$ cat config.mk
export PLATFORM = sky130hd
export DESIGN_NAME = decode_ctrl_stage_flat
export DESIGN_NICKNAME = d
export VERILOG_FILES = /design/src/rtl/decode_pkg.sv /design/src/rtl/decode_ctrl_stage_if.sv /design/src/rtl/decode_ctrl_stage_opcode_decode.sv /design/src/rtl/decode_ctrl_stage.sv /design/src/flat_wrapper.sv
export SDC_FILE = /design/constraint.sdc
export NUM_CORES = 1
export LEC_CHECK = 0
export ABC_AREA = 1
export ABC_CLOCK_PERIOD_IN_PS = 4500
export CORE_AREA = 2 2 69 97
export DETAILED_ROUTE_END_ITERATION = 10
export DIE_AREA = 0 0 71 99
export PLACE_DENSITY_LB_ADDON = 0.05
export SETUP_SLACK_MARGIN = 0.2
export SLEW_MARGIN = 20
export SYNTH_ARGS = -nofsm -noshare
export SYNTH_HDL_FRONTEND = slang
export SYNTH_SLANG_ARGS = --single-unit
export TNS_END_PERCENT = 5
$ cat constraint.sdc
create_clock -name clock -period 4.5 [get_ports clock]
set_input_delay 0.675 -clock clock [delete_from_list [all_inputs] [get_ports clock]]
set_output_delay 0.675 -clock clock [all_outputs]
set_load 0.01 [all_outputs]
$ cat src/rtl/decode_pkg.sv
// rtl/decode_pkg.sv - opcode map, control bundle and stage state shared by the decode stage
package decode_pkg;

    localparam logic [4:0] OP_RTYPE = 5'b00000;
    localparam logic [4:0] OP_J     = 5'b00001;
    localparam logic [4:0] OP_BNE   = 5'b00010;
    localparam logic [4:0] OP_JAL   = 5'b00011;
    localparam logic [4:0] OP_JR    = 5'b00100;
    localparam logic [4:0] OP_ADDI  = 5'b00101;
    localparam logic [4:0] OP_BLT   = 5'b00110;
    localparam logic [4:0] OP_SW    = 5'b00111;
    localparam logic [4:0] OP_LW    = 5'b01000;
    localparam logic [4:0] OP_SETX  = 5'b10101;
    localparam logic [4:0] OP_BEXT  = 5'b10110;

    typedef struct packed {
        logic jp;
        logic br;
        logic dmwe;
        logic rwd;
        logic rdst;
        logic rwe;
        logic alub;
        logic aluop;
        logic illegal;
    } ctrlBundle;

    typedef enum logic {
        RUN,
        BUBBLE
    } stageState;

endpackage

$ cat src/rtl/decode_ctrl_stage_if.sv
// rtl/decode_ctrl_stage_if.sv - fetch-side and execute-side handshake bundle of the decode stage
interface decode_ctrl_stage_if #(
    parameter int INSN_W = 32,
    parameter int CNT_W  = 16
);
    logic              in_valid;
    logic [INSN_W-1:0] in_insn;
    logic              in_ready;
    logic              flush;
    logic              out_valid;
    logic              out_ready;
    logic [INSN_W-1:0] out_insn;
    logic              out_jp;
    logic              out_br;
    logic              out_dmwe;
    logic              out_rwd;
    logic              out_rdst;
    logic              out_rwe;
    logic              out_alub;
    logic              out_aluop;
    logic              out_illegal;
    logic [CNT_W-1:0]  stall_cnt;

    modport slave (
        input  in_valid, in_insn, flush, out_ready,
        output in_ready, out_valid, out_insn,
        output out_jp, out_br, out_dmwe, out_rwd, out_rdst, out_rwe, out_alub, out_aluop,
        output out_illegal, stall_cnt
    );

    modport master (
        output in_valid, in_insn, flush, out_ready,
        input  in_ready, out_valid, out_insn,
        input  out_jp, out_br, out_dmwe, out_rwd, out_rdst, out_rwe, out_alub, out_aluop,
        input  out_illegal, stall_cnt
    );
endinterface

$ cat src/rtl/decode_ctrl_stage_opcode_decode.sv
// rtl/decode_ctrl_stage_opcode_decode.sv - combinational opcode to control bundle; DECODE_ILLEGAL_TRAP_EN flags undefined opcodes
module opcode_decode
    import decode_pkg::*;
#(
    parameter int OPC_W = 5
) (
    input  logic [OPC_W-1:0] opcode,
    output ctrlBundle        ctrl
);

    always_comb begin
        ctrl = '0;
        case (opcode)
            OPC_W'(OP_RTYPE): ctrl.rwe = 1'b1;
            OPC_W'(OP_J): begin
                ctrl.jp   = 1'b1;
                ctrl.rdst = 1'b1;
            end
            OPC_W'(OP_BNE), OPC_W'(OP_BLT): begin
                ctrl.br    = 1'b1;
                ctrl.aluop = 1'b1;
                ctrl.rdst  = 1'b1;
            end
            OPC_W'(OP_JAL), OPC_W'(OP_SETX): begin
                ctrl.jp   = 1'b1;
                ctrl.rwe  = 1'b1;
                ctrl.rdst = 1'b1;
            end
            OPC_W'(OP_JR), OPC_W'(OP_BEXT): begin
                ctrl.jp   = 1'b1;
                ctrl.rdst = 1'b1;
            end
            OPC_W'(OP_ADDI): begin
                ctrl.rwe  = 1'b1;
                ctrl.alub = 1'b1;
                ctrl.rdst = 1'b1;
            end
            OPC_W'(OP_SW): begin
                ctrl.dmwe = 1'b1;
                ctrl.alub = 1'b1;
                ctrl.rdst = 1'b1;
            end
            OPC_W'(OP_LW): begin
                ctrl.rwd  = 1'b1;
                ctrl.rwe  = 1'b1;
                ctrl.alub = 1'b1;
                ctrl.rdst = 1'b1;
            end
            default: begin
`ifdef DECODE_ILLEGAL_TRAP_EN
                ctrl.illegal = 1'b1;
`else
                // Undefined opcodes travel down the pipe as plain NOPs.
                ctrl.illegal = 1'b0;
`endif
            end
        endcase
    end

endmodule

$ cat src/rtl/decode_ctrl_stage.sv
// rtl/decode_ctrl_stage.sv - registered decode stage with load-use interlock, flush and stall counter (DECODE_ILLEGAL_TRAP_EN enables out_illegal)
module decode_ctrl_stage
    import decode_pkg::*;
#(
    parameter int INSN_W = 32,
    parameter int OPC_W  = 5,
    parameter int REG_W  = 5,
    parameter int CNT_W  = 16
) (
    input  logic                clock,
    input  logic                reset_n,
    decode_ctrl_stage_if.slave  bus
);

    localparam int RD_LSB = INSN_W - OPC_W - REG_W;
    localparam int RS_LSB = RD_LSB - REG_W;
    localparam int RT_LSB = RS_LSB - REG_W;

    ctrlBundle         decCtrl;
    ctrlBundle         outCtrl;
    logic [INSN_W-1:0] outInsn;
    logic              outValid;
    logic [CNT_W-1:0]  stallCnt;
    stageState         state;
    stageState         stateNext;
    logic              hazard;
    logic              inReady;
    logic              load;
    logic [REG_W-1:0]  outRd;
    logic [REG_W-1:0]  inRs;
    logic [REG_W-1:0]  inRt;

    opcode_decode #(.OPC_W(OPC_W)) u_opcode_decode (
        .opcode (bus.in_insn[INSN_W-1 -: OPC_W]),
        .ctrl   (decCtrl)
    );

    assign outRd = outInsn[RD_LSB +: REG_W];
    assign inRs  = bus.in_insn[RS_LSB +: REG_W];
    assign inRt  = bus.in_insn[RT_LSB +: REG_W];

    // A held load whose destination feeds the incoming instruction must drain first.
    always_comb begin
        hazard = outValid & outCtrl.rwd & (outRd != '0) &
                 ((outRd == inRs) | (outRd == inRt)) & bus.in_valid;
        if (bus.flush) begin
            inReady = 1'b1;
        end else if (hazard) begin
            inReady = 1'b0;
        end else begin
            inReady = ~outValid | bus.out_ready;
        end
        load = ~bus.flush & ~hazard & bus.in_valid & inReady;
    end

    always_comb begin
        stateNext = state;
        case (state)
            RUN:     if (hazard && bus.out_ready) stateNext = BUBBLE;
            BUBBLE:  stateNext = RUN;
            default: stateNext = RUN;
        endcase
        if (bus.flush) begin
            stateNext = RUN;
        end
    end

    always_ff @(posedge clock or negedge reset_n) begin
        if (!reset_n) begin
            state    <= RUN;
            outValid <= 1'b0;
            outInsn  <= '0;
            outCtrl  <= '0;
            stallCnt <= '0;
        end else begin
            state <= stateNext;
            if (bus.flush) begin
                outValid <= 1'b0;
            end else if (hazard) begin
                if (bus.out_ready) begin
                    outValid <= 1'b0;
                end
                if (stallCnt != '1) begin
                    stallCnt <= stallCnt + CNT_W'(1);
                end
            end else if (load) begin
                outValid <= 1'b1;
                outInsn  <= bus.in_insn;
                outCtrl  <= decCtrl;
            end else if (bus.out_ready) begin
                outValid <= 1'b0;
            end
        end
    end

    assign bus.in_ready    = inReady;
    assign bus.out_valid   = outValid;
    assign bus.out_insn    = outInsn;
    assign bus.out_jp      = outCtrl.jp;
    assign bus.out_br      = outCtrl.br;
    assign bus.out_dmwe    = outCtrl.dmwe;
    assign bus.out_rwd     = outCtrl.rwd;
    assign bus.out_rdst    = outCtrl.rdst;
    assign bus.out_rwe     = outCtrl.rwe;
    assign bus.out_alub    = outCtrl.alub;
    assign bus.out_aluop   = outCtrl.aluop;
    assign bus.out_illegal = outCtrl.illegal;
    assign bus.stall_cnt   = stallCnt;

endmodule

$ cat src/flat_wrapper.sv
// flat-port wrapper written by rule: the top's interface ports become plain ports
module decode_ctrl_stage_flat import decode_pkg::*;
#(
    parameter int INSN_W = 32,
    parameter int OPC_W  = 5,
    parameter int REG_W  = 5,
    parameter int CNT_W  = 16
)
  (clock, reset_n, bus_in_valid, bus_in_insn, bus_flush, bus_out_ready, bus_in_ready, bus_out_valid, bus_out_insn, bus_out_jp, bus_out_br, bus_out_dmwe, bus_out_rwd, bus_out_rdst, bus_out_rwe, bus_out_alub, bus_out_aluop, bus_out_illegal, bus_stall_cnt);
  decode_ctrl_stage_if #(.INSN_W(INSN_W), .CNT_W(CNT_W)) bus_i ();
  input  logic clock;
  input  logic reset_n;
  input wire logic [$bits(bus_i.in_valid)-1:0] bus_in_valid;
  input wire logic [$bits(bus_i.in_insn)-1:0] bus_in_insn;
  input wire logic [$bits(bus_i.flush)-1:0] bus_flush;
  input wire logic [$bits(bus_i.out_ready)-1:0] bus_out_ready;
  output wire logic [$bits(bus_i.in_ready)-1:0] bus_in_ready;
  output wire logic [$bits(bus_i.out_valid)-1:0] bus_out_valid;
  output wire logic [$bits(bus_i.out_insn)-1:0] bus_out_insn;
  output wire logic [$bits(bus_i.out_jp)-1:0] bus_out_jp;
  output wire logic [$bits(bus_i.out_br)-1:0] bus_out_br;
  output wire logic [$bits(bus_i.out_dmwe)-1:0] bus_out_dmwe;
  output wire logic [$bits(bus_i.out_rwd)-1:0] bus_out_rwd;
  output wire logic [$bits(bus_i.out_rdst)-1:0] bus_out_rdst;
  output wire logic [$bits(bus_i.out_rwe)-1:0] bus_out_rwe;
  output wire logic [$bits(bus_i.out_alub)-1:0] bus_out_alub;
  output wire logic [$bits(bus_i.out_aluop)-1:0] bus_out_aluop;
  output wire logic [$bits(bus_i.out_illegal)-1:0] bus_out_illegal;
  output wire logic [$bits(bus_i.stall_cnt)-1:0] bus_stall_cnt;
  assign bus_i.in_valid = bus_in_valid;
  assign bus_i.in_insn = bus_in_insn;
  assign bus_i.flush = bus_flush;
  assign bus_i.out_ready = bus_out_ready;
  assign bus_in_ready = bus_i.in_ready;
  assign bus_out_valid = bus_i.out_valid;
  assign bus_out_insn = bus_i.out_insn;
  assign bus_out_jp = bus_i.out_jp;
  assign bus_out_br = bus_i.out_br;
  assign bus_out_dmwe = bus_i.out_dmwe;
  assign bus_out_rwd = bus_i.out_rwd;
  assign bus_out_rdst = bus_i.out_rdst;
  assign bus_out_rwe = bus_i.out_rwe;
  assign bus_out_alub = bus_i.out_alub;
  assign bus_out_aluop = bus_i.out_aluop;
  assign bus_out_illegal = bus_i.out_illegal;
  assign bus_stall_cnt = bus_i.stall_cnt;
  decode_ctrl_stage #(.INSN_W(INSN_W), .OPC_W(OPC_W), .REG_W(REG_W), .CNT_W(CNT_W)) u_core (.clock(clock), .reset_n(reset_n), .bus(bus_i));
endmodule
==> results of run 1 <==
layer usage:
metal  GRT usage  part of all wire  vias up
met5           0                 0        -
met4      0.0784             0.020        0
met3      0.0460             0.047       11
met2       0.385              0.51       67
met1       0.263              0.42     1349
li1            -                 -     1460
synthesized netlist by cell type:
library cell / n
nand2_1: 151
dfrtp_1: 56
nand4_1: 45
inv_1: 36
nor2_1: 30
nand3_1: 28
xor2_1: 10
clkbuf_1: 9
buf_2: 7
nor3_1: 6
o21ai_0: 5
xnor2_1: 5
buf_4: 3
buf_6: 2
nand2_2: 2
a21o_1: 1
a21oi_1: 1
conb_1: 1
ha_1: 1
nand3_2: 1
nand3_4: 1
nor2_2: 1
critical path, cell delays in order:
cell and delay (ns):
clkdlybuf4s50_1 0.52, inv_1 0.05, nand2_1 0.05, nand2_1 0.05, nor2_1 0.12, nand3_1 0.10, nand2_2 0.11, nand2_2 0.06
a21o_1 0.16, clkdlybuf4s50_1 0.48
per-stage QoR:
stage / total power, mW / setup WS (ns)
after global placement: 0.871 / 1.35
after floorplan: 0.709 / 2.49
after CTS: 1.21 / 1.43
final: 1.20 / 1.44
after global routing: 1.26 / 1.34
after detailed placement: 0.877 / 1.27
path summary, 6_finish.rpt:
path	cells after the start	endpoint
min reg2reg	2	u_core.bus.out_insn[3]$_DFFE_PN0P_
min	2	u_core.bus.out_insn[19]$_DFFE_PN0P_
max reg2reg	11	u_core.bus.out_insn[21]$_DFFE_PN0P_
max	10	bus_in_ready
min in group clock	2	u_core.bus.out_insn[3]$_DFFE_PN0P_
max in group asynchronous	2	u_core.bus.out_dmwe$_DFFE_PN0P_
cell type report:
| cell class | instances | area (um^2) |
|---|---|---|
| Fill cell | 554 | 2100 |
| Sequential cell | 56 | 1400 |
| Clock inverter | 3 | 42.5 |
| Multi-Input combinational cell | 289 | 1370 |
| Clock buffer | 5 | 68.8 |
| Tap cell | 72 | 90.1 |
| Inverter | 36 | 135 |
| Timing Repair Buffer | 98 | 966 |
power by group:
| group | switching (mW) | internal, mW | total [mW] | leakage, nW |
|---|---|---|---|---|
| Clock | 0.167 | 0.165 | 0.332 | 0.0541 |
| Sequential | 0.0350 | 0.551 | 0.586 | 0.728 |
| Combinational | 0.129 | 0.148 | 0.277 | 1.23 |
| Total | 0.332 | 0.864 | 1.20 | 2.01 |
cells by family (layout without fill, tap and decap cells):
group,after synthesis,in the layout,synth area share
adder cells (fa/ha/maj),1,1,0.00415
AND/OR/NAND/NOR,265,265,0.391
other,1,1,0.00124
flip-flops,56,56,0.465
AO/OA/AOI/OAI,7,7,0.0125
buffers and inverters,57,142,0.0826
XOR/XNOR,15,15,0.0436
==> run metrics, run 1 <==
initial DRC count 138; Cells after Synth 402; CTS tree built; drt wl/cell 13.2 um; Least-Margin Pin Slew 0.797 ns; post-synth top area share 0.465; final wirelength 7.38 mm; setup repair bufs after CTS 0; Synth Warn # 0; post-route setup TNS 0 ns; Cell variety after synth 22; sequential share of the synthesized area 0.465; clk_skew 0.00394 ns; unrepaired setup endpoints after global routing no; post-DP HPWL 5.24 mm; root buffer cell clkbuf_8; largest net degree at the start of global routing 57; gr ovfl total 0; Seq cells post-synth 56; fmax 327 MHz; CTS Sinks 56; core area 6170 um^2; syn avg cell area 7.49 um^2; Worst-path clk slew 0.10 ns; CP max FO 3; Final ANT Viol Nets 0; initial antenna violation count 0; first-pass GRT wire length 12.5 mm; final net count 524; Lkg Pwr 2.01 nW; post-route design area 4070 um^2; Boundary Pins 96; Remaining DRCs 0; Finished Layout Cells 559; Cells after DPL 551; first-pass detailed-route iteration total 4; Crit. End Element output pin; Skew-Pair Late Insertion Delay 0.31 ns; Setup CP Type input port to output pin; CTS buffer count 5; Power Dens Cells 294 nW/um^2; WP data arrival 2.38 ns; Critical Path Source bus_in_insn[15]; post-layout util 0.660; Final period util 0.679; antenna cell count 0; Via Count 2887; Min-Delay Path Class input port to asynchronous set/reset pin; share of post-route cells with drive strength above 1 0.0390; Tot GR Track Use 0.219; final worst path period need 3.06 ns; result of the run finished, final reports clean; Max Cap Violations 0; max reg flops 32; RR Startpoint u_core.bus.out_insn[24]$_DFFE_PN0P_; commonest cells after routing, fill and taps aside nand2_1 (151), clkdlybuf4s50_1 (93), dfrtp_1 (56); row count 34; Avg Vias per Cell 5.16; Syn Nets 440; CP Data Required Time 3.83 ns; die area 7030 um^2; gp weighted congestion 0.792; Synth area leader dfrtp_1; top cells by area, synth dfrtp_1 (47%), nand2_1 (19%), nand4_1 (9.3%); Worst IR Drop VDD 0.168 mV; Die X-Extent 71 um; cts repair resizes 0; # H-tree levels 2; Post-Syn Area 3010 um^2; port bufs 94; worst reg-to-reg setup slack 2.03 ns; Max-Slew Margin vs Limit 0.468; Die Y 99 um; Final Hold Viols 0; commonest non-fill, non-tap cell in the layout nand2_1; hold buffer count at cts 0; Area after DPL 3960 um^2; CP startpoint kind input port; synthesis-to-layout area growth 35.0%; Final setup viols 0; vias in the first global route 2782; count of final max-slew check failures 0; worst-case clock buffer depth 2; Initial Util 0.488; WHS 0.465 ns
No activity file was read; power rests on OpenSTA's default activity.
==> run 2: changes to the inputs <==
Settings changed: ABC_CLOCK_PERIOD_IN_PS 4500 to 2600, CORE_AREA 2 2 69 97 to 2 2 75 106, DIE_AREA 0 0 71 99 to 0 0 77 108.
Clock period 4.5 ns to 2.6 ns, I/O delays scaled along.
==> run 2 against run 1 <==
Net effect:
- register-to-register slack worse by 1.4 ns
- sequential power up 74%
- worst setup slack worse by 1.1 ns
- wire length up 7.2%
- largest cell class unchanged
- die area up 18%
- largest power group unchanged
==> run metrics, run 2 (synthesis gave the netlist of run 1 again) <==
result of the run finished, final reports clean; Min-Delay Path Class input port to asynchronous set/reset pin; first-pass GRT wire length 13.5 mm; Remaining DRCs 0; initial antenna violation count 0; synthesis-to-layout area growth 37.2%; worst reg-to-reg setup slack 0.58 ns; Final setup viols 0; post-route setup TNS 0 ns; gr ovfl total 0; Die X-Extent 77 um; largest net degree at the start of global routing 43; Boundary Pins 96; CTS Sinks 56; Final Hold Viols 0; Skew-Pair Late Insertion Delay 0.31 ns; Via Count 2907; Comb pwr share 0.244; Final ANT Viol Nets 0; CP Data Required Time 2.21 ns; post-DP HPWL 5.55 mm; RR Startpoint u_core.bus.out_insn[26]$_DFFE_PN0P_; CP max FO 3; P_sw 0.584 mW; worst-case clock buffer depth 2; drt wl/cell 13.5 um; max reg flops 32; Worst IR Drop VDD 0.258 mV; Lkg Pwr 2.02 nW; commonest cells after routing, fill and taps aside nand2_1 (151), clkdlybuf4s50_1 (92), dfrtp_1 (56); initial DRC count 150; Internal Power 1.43 mW; first-pass detailed-route iteration total 4; unrepaired setup endpoints after global routing no; Max-Slew Margin vs Limit 0.570; FF-to-FF End u_core.bus.stall_cnt[3]$_DFFE_PN0P_; core area 7310 um^2; Power Dens Cells 488 nW/um^2; # H-tree levels 2; final wirelength 7.91 mm; PnR worst setup slack 0.368 ns; reg2reg path depth 11; antenna cell count 0; Final period util 0.858; final worst path period need 2.23 ns; CP startpoint kind input port; Initial Util 0.412; hold buffer count at cts 0; Crit. End Element output pin; Least-Margin Pin Slew 0.645 ns; CTS tree built; gp weighted congestion 0.893; Die Y 108 um; clock share of power 0.253; port bufs 94; Setup CP Type input port to output pin; fmax 448 MHz; Avg Vias per Cell 4.94; final net count 528; share of post-route cells with drive strength above 1 0.0468; commonest non-fill, non-tap cell in the layout nand2_1; row count 37; switch share 0.289; WP data arrival 1.84 ns; Worst-path clk slew 0.10 ns; clk_skew 0.00515 ns; die area 8320 um^2; Sequential Power Share 0.503; CTS buffer count 5; root buffer cell clkbuf_8; Post-Place Setup Slack 0.122 ns; Tot GR Track Use 0.199; count of final max-slew check failures 0; Max Cap Violations 0; vias in the first global route 2880
[run 2: layout make-up]
type                            count  area [um^2]
Clock buffer                        6         82.6
Clock inverter                      2         15.0
Fill cell                         728         3180
Inverter                           36          135
Multi-Input combinational cell    289         1370
Sequential cell                    56         1400
Tap cell                           97          121
Timing Repair Buffer              102         1010
[run 2: metrics by stage]
| step | cells | utilization | power, mW | hold WS [ns] | instance area [um^2] |
|---|---|---|---|---|---|
| 2_1_floorplan | 402 | - | 1.23 | 0.0944 | 3010 |
| 3_3_place_gp | 579 | 0.551 | 1.52 | 0.454 | 4030 |
| 3_5_place_dp | 579 | 0.551 | 1.53 | 0.459 | 4030 |
| 4_1_cts | 587 | 0.564 | 2.04 | 0.118 | 4130 |
| 5_1_grt | 588 | 0.565 | 2.13 | 0.136 | 4130 |
| 6_report | 588 | 0.565 | 2.02 | 0.0931 | 4130 |
[run 2: power groups by stage]
stage	sequential [mW]	clock (mW)	combinational [mW]
2_1_floorplan	1.06	0	0.162
3_3_place_gp	1.03	0	0.493
3_5_place_dp	1.03	0	0.497
4_1_cts	1.02	0.524	0.497
5_1_grt	1.03	0.558	0.547
6_report	1.02	0.511	0.492
[run 2: routing by layer]
| metal | vias to the layer above | routed length [um] | track usage |
|---|---|---|---|
| li1 | 1467 | - | - |
| met1 | 1341 | 3420 | 0.243 |
| met2 | 77 | 3830 | 0.340 |
| met3 | 22 | 407 | 0.0426 |
| met4 | 0 | 256 | 0.0893 |
| met5 | - | 0 | 0 |
[run 2: how the worst max path moves through the flow]
| stage | start | to | slack, ns | depth (start not counted) |
|---|---|---|---|---|
| global placement | bus_in_insn[21] | bus_in_ready | 0.15 | 10 |
| CTS | bus_in_insn[21] | bus_in_ready | 0.32 | 10 |
| floorplan | u_core.bus.stall_cnt[0]$_DFFE_PN0P_ | u_core.bus.stall_cnt[5]$_DFFE_PN0P_ | 0.91 | 10 |
| finish | bus_in_insn[21] | bus_in_ready | 0.37 | 10 |
| global route | bus_in_insn[21] | bus_in_ready | 0.22 | 10 |
| detailed placement | bus_in_insn[21] | bus_in_ready | 0.12 | 10 |
[run 2: repair_timing]
| action | CTS | global route |
|---|---|---|
| setup buffers | 0 | 1 |
| gates resized for setup | 1 | 0 |
| setup endpoints to repair | 1 | 1 |
| pin swaps | 0 | 1 |
[run 2: worst max-delay path: stages]
cell and delay [ns]:
clkdlybuf4s50_1 0.50, inv_1 0.05, nand2_1 0.05, nand2_1 0.05, nor2_1 0.11, nand3_1 0.10, nand2_2 0.10, nand2_2 0.06
a21o_1 0.15, dlygate4sd2_1 0.29
